--- config.mk ---
export PLATFORM = sky130hd
export DESIGN_NAME = pulse_train_gen_flat
export DESIGN_NICKNAME = d
export VERILOG_FILES = /design/src/rtl/pulse_train_gen_if.sv /design/src/rtl/pulse_train_gen.sv /design/src/flat_wrapper.sv
export SDC_FILE = /design/constraint.sdc
export NUM_CORES = 1
export LEC_CHECK = 0
export BUFFER_PORTS_ARGS = -buffer_cell sky130_fd_sc_hd__buf_2
export CAP_MARGIN = 20
export CORE_MARGIN = 2
export CORE_UTILIZATION = 40
export DETAILED_ROUTE_END_ITERATION = 10
export PLACE_DENSITY = 0.59
export SYNTH_ARGS = -nofsm -noshare
export SYNTH_HDL_FRONTEND = slang
export SYNTH_SLANG_ARGS = --single-unit
--- constraint.sdc ---
create_clock -name CLK_I -period 2.3 [get_ports CLK_I]
set_input_delay 0.46 -clock CLK_I [delete_from_list [all_inputs] [get_ports CLK_I]]
set_output_delay 0.46 -clock CLK_I [all_outputs]
set_load 0.01 [all_outputs]
--- src/rtl/pulse_train_gen_if.sv ---
// pulse_train_gen_if: command/status bundle between the CPU PIO ports and the pulse train generator
//   master: drives GO_I (start request) and CNT_I (pulse count), observes the status outputs
//   slave : receives GO_I/CNT_I, drives PULSE_O, BUSY_O, DONE_O, SENT_O
interface pulse_train_gen_if;
  logic       GO_I;
  logic [7:0] CNT_I;
  logic       PULSE_O;
  logic       BUSY_O;
  logic       DONE_O;
  logic [7:0] SENT_O;
  modport master(output GO_I, CNT_I, input PULSE_O, BUSY_O, DONE_O, SENT_O);
  modport slave(input GO_I, CNT_I, output PULSE_O, BUSY_O, DONE_O, SENT_O);
endinterface

--- src/rtl/pulse_train_gen.sv ---
// pulse_train_gen: emits CNT_I timed pulses on PULSE_O after a rising edge of GO_I
//   CLK_I : system clock, RST_I : synchronous active-high reset
//   bus   : GO_I/CNT_I command in; PULSE_O, BUSY_O, DONE_O, SENT_O status out (all registered)
module pulse_train_gen #(
  parameter int HIGH_CYC = 25_000_000,
  parameter int LOW_CYC  = 25_000_000,
  parameter int CNT_WL   = 32
) (
  input logic              CLK_I,
  input logic              RST_I,
  pulse_train_gen_if.slave bus
);
  typedef enum logic [1:0] {IDLE, HIGH, LOW} state_t;
  state_t              state_q, state_d;
  logic                go_q;
  logic [7:0]          remaining_q, remaining_d;
  logic [7:0]          sent_q, sent_d;
  logic [CNT_WL-1:0]   timer_q, timer_d;
  logic                pulse_q, pulse_d;
  logic                busy_q, busy_d;
  logic                done_q, done_d;
  logic                accept, hi_end, lo_end;
  // go_q resets high so a GO_I held through reset is not seen as an edge
  assign accept = state_q == IDLE && bus.GO_I && !go_q && bus.CNT_I != 8'd0;
  assign hi_end = state_q == HIGH && timer_q == CNT_WL'(HIGH_CYC - 1);
  assign lo_end = state_q == LOW && timer_q == CNT_WL'(LOW_CYC - 1);
  always_ff @(posedge CLK_I) begin
    if (RST_I) begin
      state_q     <= IDLE;
      go_q        <= 1'b1;
      remaining_q <= '0;
      sent_q      <= '0;
      timer_q     <= '0;
      pulse_q     <= 1'b0;
      busy_q      <= 1'b0;
      done_q      <= 1'b0;
    end else begin
      state_q     <= state_d;
      go_q        <= bus.GO_I;
      remaining_q <= remaining_d;
      sent_q      <= sent_d;
      timer_q     <= timer_d;
      pulse_q     <= pulse_d;
      busy_q      <= busy_d;
      done_q      <= done_d;
    end
  end
  always_comb begin
    state_d     = accept ? HIGH : hi_end ? LOW : lo_end ? (remaining_q != 8'd0 ? HIGH : IDLE) : state_q;
    remaining_d = accept ? bus.CNT_I : hi_end ? remaining_q - 8'd1 : remaining_q;
    sent_d      = accept ? 8'd0 : hi_end ? sent_q + 8'd1 : sent_q;
    timer_d     = (state_d != state_q || state_q == IDLE) ? '0 : timer_q + 1'b1;
  end
  // outputs are registered from the next state so they line up with the state they describe
  always_comb begin
    pulse_d = state_d == HIGH;
    busy_d  = state_d != IDLE;
    done_d  = lo_end && remaining_q == 8'd0;
  end
  assign bus.PULSE_O = pulse_q;
  assign bus.BUSY_O  = busy_q;
  assign bus.DONE_O  = done_q;
  assign bus.SENT_O  = sent_q;
endmodule
--- src/flat_wrapper.sv ---
// flat-port wrapper written by rule: the top's interface ports become plain ports
module pulse_train_gen_flat 
#(
  parameter int HIGH_CYC = 25_000_000,
  parameter int LOW_CYC  = 25_000_000,
  parameter int CNT_WL   = 32
)
  (CLK_I, RST_I, bus_GO_I, bus_CNT_I, bus_PULSE_O, bus_BUSY_O, bus_DONE_O, bus_SENT_O);
  pulse_train_gen_if bus_i ();
  input logic CLK_I;
  input logic RST_I;
  input wire logic [$bits(bus_i.GO_I)-1:0] bus_GO_I;
  input wire logic [$bits(bus_i.CNT_I)-1:0] bus_CNT_I;
  output wire logic [$bits(bus_i.PULSE_O)-1:0] bus_PULSE_O;
  output wire logic [$bits(bus_i.BUSY_O)-1:0] bus_BUSY_O;
  output wire logic [$bits(bus_i.DONE_O)-1:0] bus_DONE_O;
  output wire logic [$bits(bus_i.SENT_O)-1:0] bus_SENT_O;
  assign bus_i.GO_I = bus_GO_I;
  assign bus_i.CNT_I = bus_CNT_I;
  assign bus_PULSE_O = bus_i.PULSE_O;
  assign bus_BUSY_O = bus_i.BUSY_O;
  assign bus_DONE_O = bus_i.DONE_O;
  assign bus_SENT_O = bus_i.SENT_O;
  pulse_train_gen #(.HIGH_CYC(HIGH_CYC), .LOW_CYC(LOW_CYC), .CNT_WL(CNT_WL)) u_core (.CLK_I(CLK_I), .RST_I(RST_I), .bus(bus_i));
endmodule
==> results of run 1 <==
==> power by group through the flow <==
stage / sequential [µW] / clock [µW] / combinational [µW]
3_3_place_gp: 976 / 0 / 105
3_5_place_dp: 975 / 0 / 105
5_1_grt: 956 / 574 / 119
6_report: 954 / 513 / 105
2_1_floorplan: 973 / 0 / 68.4
4_1_cts: 954 / 536 / 105
==> Yosys cell counts, types with 2 or more instances <==
| master | number | share of area, % |
|---|---|---|
| sky130_fd_sc_hd__xnor2_1 | 8 | 2.6 |
| sky130_fd_sc_hd__mux2i_1 | 5 | 1.9 |
| sky130_fd_sc_hd__nor2_1 | 15 | 2.1 |
| sky130_fd_sc_hd__or2_2 | 2 | 0.47 |
| sky130_fd_sc_hd__nand3_1 | 19 | 3.6 |
| sky130_fd_sc_hd__a211oi_1 | 2 | 0.57 |
| sky130_fd_sc_hd__nand2b_1 | 2 | 0.47 |
| sky130_fd_sc_hd__nor4_1 | 7 | 1.6 |
| sky130_fd_sc_hd__nor4b_1 | 2 | 0.66 |
| sky130_fd_sc_hd__o21ai_0 | 6 | 1.1 |
| sky130_fd_sc_hd__buf_2 | 5 | 0.94 |
| sky130_fd_sc_hd__and3_1 | 4 | 0.94 |
| sky130_fd_sc_hd__dfxtp_1 | 54 | 41 |
| sky130_fd_sc_hd__a2bb2oi_1 | 2 | 0.66 |
| sky130_fd_sc_hd__nor2b_1 | 2 | 0.47 |
| sky130_fd_sc_hd__xor2_1 | 25 | 8.2 |
| sky130_fd_sc_hd__clkbuf_1 | 7 | 0.99 |
| sky130_fd_sc_hd__o211ai_1 | 3 | 0.85 |
| sky130_fd_sc_hd__nor3b_1 | 2 | 0.57 |
| sky130_fd_sc_hd__nand4_1 | 15 | 3.5 |
| sky130_fd_sc_hd__and2_1 | 4 | 0.94 |
| sky130_fd_sc_hd__and4_1 | 4 | 1.3 |
| sky130_fd_sc_hd__a21oi_1 | 6 | 1.1 |
| sky130_fd_sc_hd__o41ai_1 | 2 | 0.66 |
| sky130_fd_sc_hd__or4_1 | 2 | 0.57 |
| sky130_fd_sc_hd__nand3_2 | 2 | 0.75 |
| sky130_fd_sc_hd__nor3_1 | 36 | 6.8 |
| sky130_fd_sc_hd__or3_1 | 5 | 1.2 |
| sky130_fd_sc_hd__nor4_2 | 3 | 1.4 |
| sky130_fd_sc_hd__nand2_1 | 23 | 3.3 |
| sky130_fd_sc_hd__ha_1 | 3 | 1.4 |
| sky130_fd_sc_hd__inv_1 | 7 | 0.99 |
==> cell families (layout without fill, tap and decap cells) <==
logic type / count (synthesis) / count (layout) / share of synthesized area (%)
simple gates: 153 / 153 / 33.0
flops: 54 / 54 / 40.7
xor+xnor: 33 / 33 / 10.9
compound gates: 31 / 31 / 8.20
buf+inv: 21 / 54 / 3.53
mux: 6 / 6 / 2.31
fa+ha+maj: 3 / 3 / 1.41
==> how the worst min path moves through the flow <==
stage                                             from                                 to  depth (start not counted)
floorplan           u_core.remaining_q[7]$_SDFFE_PP0P_       u_core.bus.DONE_O$_SDFF_PP0_                          1
global placement     u_core.bus.SENT_O[7]$_SDFFE_PP0P_  u_core.bus.SENT_O[7]$_SDFFE_PP0P_                          2
detailed placement   u_core.bus.SENT_O[7]$_SDFFE_PP0P_  u_core.bus.SENT_O[7]$_SDFFE_PP0P_                          2
CTS                                           bus_GO_I             u_core.go_q$_SDFF_PP1_                          2
global route                                  bus_GO_I             u_core.go_q$_SDFF_PP1_                          2
finish                                        bus_GO_I             u_core.go_q$_SDFF_PP1_                          2
==> layout make-up <==
cell class / instances / area (µm²) / share of cell area [%]
Tap cell: 77 / 96.3 / 3.17
Timing Repair Buffer: 40 / 260 / 8.56
Clock buffer: 5 / 68.8 / 2.26
Multi-Input combinational cell: 226 / 1490 / 49.1
Sequential cell: 54 / 1080 / 35.5
Clock inverter: 2 / 15.0 / 0.494
Inverter: 7 / 26.3 / 0.864
==> critical path, cell delays in order (launching register included) <==
cell	delay [ns]
sky130_fd_sc_hd__dfxtp_1	0.40
sky130_fd_sc_hd__ha_1	0.23
sky130_fd_sc_hd__nand2_1	0.12
sky130_fd_sc_hd__nor3_2	0.30
sky130_fd_sc_hd__nand3_4	0.25
sky130_fd_sc_hd__mux2_2	0.34
sky130_fd_sc_hd__a211o_1	0.29
==> flip-flops by register name (all words and copies together) (netlist names) <==
signal	cells
u_core.bus.BUSY_O	1
u_core.bus.DONE_O	1
u_core.bus.PULSE_O	1
u_core.bus.SENT_O	8
u_core.go_q	1
u_core.remaining_q	8
u_core.state_q	2
u_core.timer_q	32
==> metal layers <==
layer | vias up | GRT usage, %
met2 | 28 | 25.4
met5 | - | 0
li1 | 1154 | -
met1 | 1040 | 22.5
met3 | 5 | 3.46
met4 | 0 | 5.34
==> timing repair <==
| action | CTS | global route |
|---|---|---|
| setup endpoints to repair | 0 | 7 |
| setup buffers | 0 | 0 |
| gates resized for setup | 0 | 2 |
==> stage by stage <==
step	setup WS, ns	cells
after floorplan	0.420	301
after CTS	0.101	411
after detailed placement	0.0997	404
final	0.267	411
after global routing	0.111	411
after global placement	0.201	404
==> impl_metrics.xml, run 1 <==
<?xml version="1.0" encoding="UTF-8"?>
<metrics>
  <group name="job">
    <metric name="max_cap_viols" unit="">0</metric>
  </group>
  <group name="power_and_ir_drop">
    <metric name="p_sw_share" unit="%">23.8</metric>
    <metric name="pwr_density_cell" unit="nW/µm²">517</metric>
    <metric name="clock_power_share" unit="%">32.6</metric>
    <metric name="p_comb_share" unit="%">6.7</metric>
    <metric name="total_power" unit="µW">1570</metric>
    <metric name="switching_power_summed_over_all_nets" unit="µW">375</metric>
    <metric name="seq_power_share" unit="%">60.7</metric>
    <metric name="power.static_leakage" unit="µW">0.00108</metric>
    <metric name="power.internal" unit="µW">1200</metric>
    <metric name="worst_ir_drop_vdd" unit="mV">0.270</metric>
  </group>
  <group name="route">
    <metric name="routed-via-count" unit="">2227</metric>
    <metric name="route.detailed.drc" unit="">0</metric>
    <metric name="detailroute.wirelength.met3" unit="µm">192</metric>
    <metric name="detailedRoute.firstIterationViolations" unit="">115</metric>
    <metric name="wl_met1" unit="µm">2930</metric>
    <metric name="wire_per_inst" unit="µm">13.8</metric>
    <metric name="dr.pass1.iters" unit="">4</metric>
    <metric name="drtAntennaViolNets" unit="">0</metric>
    <metric name="top_metal_used" unit="">met4</metric>
    <metric name="wirelength" unit="µm">5670</metric>
    <metric name="post_drt_via_cell_ratio" unit="">5.42</metric>
    <metric name="met2_wirelength" unit="µm">2490</metric>
  </group>
  <group name="sta">
    <metric name="report.final.setup_viol" unit="">0</metric>
    <metric name="worst_hold_slack" unit="ns">0.351</metric>
    <metric name="final.setup_skew" unit="ns">0.00922</metric>
    <metric name="timing.max_slew.rel_slack" unit="%">52.5</metric>
    <metric name="maxSlewViolCount" unit="">0</metric>
    <metric name="rsz0062_at_grt" unit="">no</metric>
    <metric name="report.final.hold_viol_count" unit="">0</metric>
    <metric name="fin_crit_sh" unit="%">88.4</metric>
    <metric name="period_needed" unit="ns">2.03</metric>
    <metric name="max_freq" unit="MHz">492</metric>
    <metric name="worstMarginPinSlew" unit="ns">0.706</metric>
    <metric name="final.setup.tns" unit="ns">0</metric>
  </group>
  <group name="yosys">
    <metric name="yosys_warnings" unit="">0</metric>
    <metric name="synth-edff-count" unit="">0</metric>
    <metric name="synth.ff_latch_count" unit="">54</metric>
    <metric name="postSynthCellCount" unit="">301</metric>
    <metric name="post_synth_num_cell_types" unit="">49</metric>
    <metric name="syn-num-nets" unit="">315</metric>
    <metric name="synth_area_per_cell" unit="µm²">8.82</metric>
    <metric name="combined_area_of_all_synthesized_cells" unit="µm²">2660</metric>
    <metric name="yosysSeqAreaShare" unit="%">40.7</metric>
    <metric name="asyncSetResetFlopFracSynth" unit="%">0</metric>
    <metric name="most_used_flip_flop_cell_after_synthesis" unit="">sky130_fd_sc_hd__dfxtp_1</metric>
  </group>
  <group name="place">
    <metric name="detailedPlacementHpwl" unit="µm">4100</metric>
    <metric name="io_buffers" unit="">21</metric>
    <metric name="placed_area" unit="µm²">2950</metric>
    <metric name="finalWeightedCongestion" unit="">0.801</metric>
  </group>
  <group name="floorplan">
    <metric name="placementRows" unit="">29</metric>
    <metric name="fp.dieW" unit="µm">85.5</metric>
    <metric name="fp.dieH" unit="µm">85.5</metric>
    <metric name="floorplan.die_area" unit="µm²">7310</metric>
    <metric name="start_util" unit="%">41.6</metric>
    <metric name="io_pins" unit="">22</metric>
    <metric name="core_area" unit="µm²">6390</metric>
  </group>
  <group name="worst_setup_path">
    <metric name="cp_max_fo" unit="">19</metric>
    <metric name="worst_setup_path_endpoint" unit="">u_core.remaining_q[2]$_SDFFE_PP0P_</metric>
    <metric name="reg2reg_depth" unit="">6</metric>
    <metric name="rr_startpoint" unit="">u_core.timer_q[0]$_SDFF_PP0_</metric>
    <metric name="cp_data_arrival_time" unit="ns">2.23</metric>
    <metric name="reg2reg_to" unit="">u_core.remaining_q[2]$_SDFFE_PP0P_</metric>
    <metric name="crit_path_start_kind" unit="">flop</metric>
    <metric name="timing.setup.critical_path_class" unit="">flop to flop</metric>
    <metric name="worstPathRequired" unit="ns">2.50</metric>
    <metric name="crit_startpoint" unit="">u_core.timer_q[0]$_SDFF_PP0_</metric>
    <metric name="cp-end-kind" unit="">flop</metric>
    <metric name="reg2reg_setup_slack" unit="ns">0.27</metric>
  </group>
  <group name="run_status">
    <metric name="status" unit="">complete, no violations</metric>
  </group>
  <group name="clock_tree">
    <metric name="cts_tree" unit="">yes</metric>
    <metric name="htree_levels" unit="">2</metric>
    <metric name="cts_root_buf" unit="">sky130_fd_sc_hd__clkbuf_8</metric>
    <metric name="max-clock-path-buffers" unit="">2</metric>
    <metric name="clock_sinks" unit="">54</metric>
    <metric name="clock_latency" unit="ns">0.31</metric>
    <metric name="number_of_buffers_inserted_by_hold_repair_at_cts" unit="">0</metric>
    <metric name="clk_pin_slew" unit="ns">0.10</metric>
    <metric name="cts-buffers-inserted" unit="">5</metric>
  </group>
  <group name="global_routing">
    <metric name="gr-usage-all-layers" unit="%">16.3</metric>
    <metric name="antenna_found_initial" unit="">0</metric>
    <metric name="grt_pass1_wl" unit="µm">9660</metric>
    <metric name="overflow" unit="">0</metric>
    <metric name="grt_start_max_net_pins" unit="">29</metric>
    <metric name="grt_pass1_vias" unit="">2070</metric>
  </group>
  <group name="layout">
    <metric name="stdcell_area" unit="µm²">3040</metric>
    <metric name="final.fill_count" unit="">602</metric>
    <metric name="postLayoutCoreUtil" unit="%">47.6</metric>
    <metric name="final_common_cell" unit="">sky130_fd_sc_hd__dfxtp_1</metric>
    <metric name="n_antenna_cell" unit="">0</metric>
    <metric name="fin_nets" unit="">348</metric>
    <metric name="area_delta_synth_final" unit="%">14.5</metric>
    <metric name="drive_above_1_share" unit="%">18.0</metric>
    <metric name="layout_common_cells" unit="">sky130_fd_sc_hd__dfxtp_1, sky130_fd_sc_hd__nor3_1, sky130_fd_sc_hd__xor2_1</metric>
  </group>
  <group name="hold_path">
    <metric name="hold_class" unit="">input pin to flop</metric>
  </group>
</metrics>
No activity file was read; power rests on OpenSTA's default activity.
==> run 2, diff against run 1 <==
- CORE_UTILIZATION: 40 -> 50
- PLACE_DENSITY: 0.59 -> 0.71
==> run 2 against run 1 <==
  * Power rose by 8.0%
  * First-iteration DRC count rose by 53%
  * Non-clock buffer count fell by 3
  * Critical path depth did not move
  * Register-to-register slack got worse by 0.02 ns
  * Critical endpoint is now u_core.bus.SENT_O[7]$_SDFFE_PP0P_
  * Sequential power barely moved
  * Cell count fell by 2.4%
  * Core utilization rose by 12 points
  * Via count rose by 2.1%
  * Sequential share of layout area rose by 0.12 points
  * Sequential cell count did not move
  * Maximum frequency fell by 1.1%
  * Critical path type unchanged
==> impl_metrics.xml, run 2 (synthesized netlist as in run 1, its figures left out) <==
<?xml version="1.0" encoding="UTF-8"?>
<metrics>
  <group name="run_status">
    <metric name="status" unit="">complete, no violations</metric>
  </group>
  <group name="worst_setup_path">
    <metric name="reg2reg_depth" unit="">6</metric>
    <metric name="crit_path_start_kind" unit="">flop</metric>
    <metric name="slowest_delay" unit="ns">0.40</metric>
    <metric name="rr_startpoint" unit="">u_core.timer_q[22]$_SDFF_PP0_</metric>
    <metric name="reg2reg_setup_slack" unit="ns">0.24</metric>
    <metric name="crit_slowest_cell" unit="">sky130_fd_sc_hd__dfxtp_1</metric>
    <metric name="family_with_the_most_delay_on_the_worst_path" unit="">simple AND/OR/NAND/NOR gates</metric>
    <metric name="path_cells" unit="">nor4b_1 &gt; and4_1 &gt; nand3_2 &gt; buf_4 &gt; nor4_2 &gt; mux2i_1</metric>
    <metric name="worstPathRequired" unit="ns">2.54</metric>
    <metric name="cp_data_arrival_time" unit="ns">2.29</metric>
    <metric name="cp_max_fo" unit="">10</metric>
    <metric name="timing.setup.critical_path_class" unit="">flop to flop</metric>
    <metric name="timing.critical_path.buf_inv" unit="">1</metric>
    <metric name="cp-end-kind" unit="">flop</metric>
    <metric name="cp.depth" unit="">6</metric>
    <metric name="reg2reg_to" unit="">u_core.bus.SENT_O[7]$_SDFFE_PP0P_</metric>
  </group>
  <group name="floorplan">
    <metric name="fp.dieH" unit="µm">76.9</metric>
    <metric name="floorplan.die_area" unit="µm²">5910</metric>
    <metric name="placementRows" unit="">26</metric>
    <metric name="io_pins" unit="">22</metric>
    <metric name="start_util" unit="%">52.0</metric>
    <metric name="fp.dieW" unit="µm">76.9</metric>
    <metric name="core_area" unit="µm²">5110</metric>
  </group>
  <group name="sta">
    <metric name="report.final.hold_viol_count" unit="">0</metric>
    <metric name="final.setup.tns" unit="ns">0</metric>
    <metric name="fin_crit_sh" unit="%">89.4</metric>
    <metric name="timing.max_slew.rel_slack" unit="%">51.0</metric>
    <metric name="final.setup_skew" unit="ns">0.0104</metric>
    <metric name="worst_hold_slack" unit="ns">0.349</metric>
    <metric name="maxSlewViolCount" unit="">0</metric>
    <metric name="period_needed" unit="ns">2.06</metric>
    <metric name="max_freq" unit="MHz">486</metric>
    <metric name="report.final.setup_viol" unit="">0</metric>
    <metric name="worstMarginPinSlew" unit="ns">0.728</metric>
    <metric name="rsz0062_at_grt" unit="">no</metric>
  </group>
  <group name="layout">
    <metric name="n_antenna_cell" unit="">0</metric>
    <metric name="area_delta_synth_final" unit="%">14.1</metric>
    <metric name="layout_common_cells" unit="">sky130_fd_sc_hd__dfxtp_1, sky130_fd_sc_hd__nor3_1, sky130_fd_sc_hd__xor2_1</metric>
    <metric name="drive_above_1_share" unit="%">17.2</metric>
    <metric name="postLayoutCoreUtil" unit="%">59.4</metric>
    <metric name="fin_nets" unit="">345</metric>
    <metric name="registers.top_by_ff_count" unit="">u_core.timer_q</metric>
    <metric name="final.fill_count" unit="">448</metric>
    <metric name="stdcell_area" unit="µm²">3030</metric>
    <metric name="stdcell_count" unit="">401</metric>
    <metric name="final_common_cell" unit="">sky130_fd_sc_hd__dfxtp_1</metric>
    <metric name="largest_register_ffs" unit="">32</metric>
  </group>
  <group name="hold_path">
    <metric name="hold_path_end" unit="">u_core.go_q$_SDFF_PP1_</metric>
    <metric name="hold_class" unit="">input pin to flop</metric>
    <metric name="worst_hold_startpoint" unit="">bus_GO_I</metric>
    <metric name="min_path_cells" unit="">2</metric>
  </group>
  <group name="place">
    <metric name="placed_area" unit="µm²">2910</metric>
    <metric name="io_buffers" unit="">21</metric>
    <metric name="finalWeightedCongestion" unit="">0.818</metric>
    <metric name="number_of_placed_instances_taps_included" unit="">394</metric>
    <metric name="detailedPlacementHpwl" unit="µm">3780</metric>
  </group>
  <group name="clock_tree">
    <metric name="clock_latency" unit="ns">0.31</metric>
    <metric name="clock_sinks" unit="">54</metric>
    <metric name="number_of_buffers_inserted_by_hold_repair_at_cts" unit="">0</metric>
    <metric name="cts_tree" unit="">yes</metric>
    <metric name="cts-buffers-inserted" unit="">5</metric>
    <metric name="post-cts-setup-buffer-count" unit="">0</metric>
    <metric name="post_cts_resize_count" unit="">0</metric>
    <metric name="htree_levels" unit="">2</metric>
    <metric name="cts_root_buf" unit="">sky130_fd_sc_hd__clkbuf_8</metric>
    <metric name="max-clock-path-buffers" unit="">2</metric>
    <metric name="clk_pin_slew" unit="ns">0.09</metric>
  </group>
  <group name="global_routing">
    <metric name="overflow" unit="">0</metric>
    <metric name="gr-usage-all-layers" unit="%">19.6</metric>
    <metric name="grt_start_max_net_pins" unit="">34</metric>
    <metric name="antenna_found_initial" unit="">0</metric>
    <metric name="grt_pass1_vias" unit="">2074</metric>
    <metric name="grt_pass1_wl" unit="µm">9530</metric>
  </group>
  <group name="job">
    <metric name="max_cap_viols" unit="">0</metric>
  </group>
  <group name="power_and_ir_drop">
    <metric name="pwr_density_cell" unit="nW/µm²">560</metric>
    <metric name="power.static_leakage" unit="µW">0.00109</metric>
    <metric name="worst_ir_drop_vdd" unit="mV">0.291</metric>
  </group>
  <group name="route">
    <metric name="drtAntennaViolNets" unit="">0</metric>
    <metric name="route.detailed.drc" unit="">0</metric>
    <metric name="wire_per_inst" unit="µm">13.7</metric>
    <metric name="post_drt_via_cell_ratio" unit="">5.67</metric>
    <metric name="detailedRoute.firstIterationViolations" unit="">176</metric>
    <metric name="routed-via-count" unit="">2274</metric>
    <metric name="wirelength" unit="µm">5480</metric>
    <metric name="dr.pass1.iters" unit="">4</metric>
  </group>
</metrics>
[run 2: cell count changes in the layout (fill, tap and decap cells not counted), sizes merged]
cell / change
clkinvlp: -2
bufinv: +1
clkbuf: +1
buf: -3
[run 2: worst max-delay path by stage]
stage	start	end	slack, ns
2_1_floorplan	bus_CNT_I[1]	u_core.bus.SENT_O[4]$_SDFFE_PP0P_	0.42
3_3_place_gp	u_core.timer_q[0]$_SDFF_PP0_	u_core.bus.SENT_O[7]$_SDFFE_PP0P_	0.22
3_5_place_dp	bus_CNT_I[1]	u_core.bus.SENT_O[4]$_SDFFE_PP0P_	0.22
4_1_cts	u_core.timer_q[0]$_SDFF_PP0_	u_core.bus.SENT_O[7]$_SDFFE_PP0P_	0.20
5_1_grt	u_core.timer_q[0]$_SDFF_PP0_	u_core.bus.SENT_O[5]$_SDFFE_PP0P_	0.08
6_report	u_core.timer_q[22]$_SDFF_PP0_	u_core.bus.SENT_O[7]$_SDFFE_PP0P_	0.24
[run 2: layout make-up]
cell class	instances	area [µm²]	area share (%)
well taps	70	87.6	2.89
clock buffers	6	82.6	2.72
multi-input cells	226	1490	49.0
flip-flops and latches	54	1080	35.7
inverters	7	26.3	0.867
repair buffers	37	238	7.84
clock inverters	1	30.0	0.991
[run 2: layer usage]
metal | global-route usage (%) | part of all wire (%)
met4 | 8.00 | 1.4
met1 | 27.9 | 48
met5 | 0 | 0
met3 | 3.29 | 4.8
met2 | 29.6 | 46
[run 2: power by group]
part,internal [µW],switching (µW)
Clock,348,292
Combinational,43.4,60.9
Sequential,943,9.58
Total,1340,362
[run 2: stage by stage]
stage | total power [µW] | setup WS [ns]
final | 1700 | 0.244
after global routing | 1760 | 0.0765
after CTS | 1710 | 0.205
after global placement | 1080 | 0.215
after floorplan | 1040 | 0.420
after detailed placement | 1080 | 0.223
[run 2: worst register-to-register path: stages, from the launching register on]
cell	delay [ns]
sky130_fd_sc_hd__dfxtp_1	0.40
sky130_fd_sc_hd__nor4b_1	0.32
sky130_fd_sc_hd__and4_1	0.29
sky130_fd_sc_hd__nand3_2	0.17
sky130_fd_sc_hd__buf_4	0.23
sky130_fd_sc_hd__nor4_2	0.37
sky130_fd_sc_hd__mux2i_1	0.21
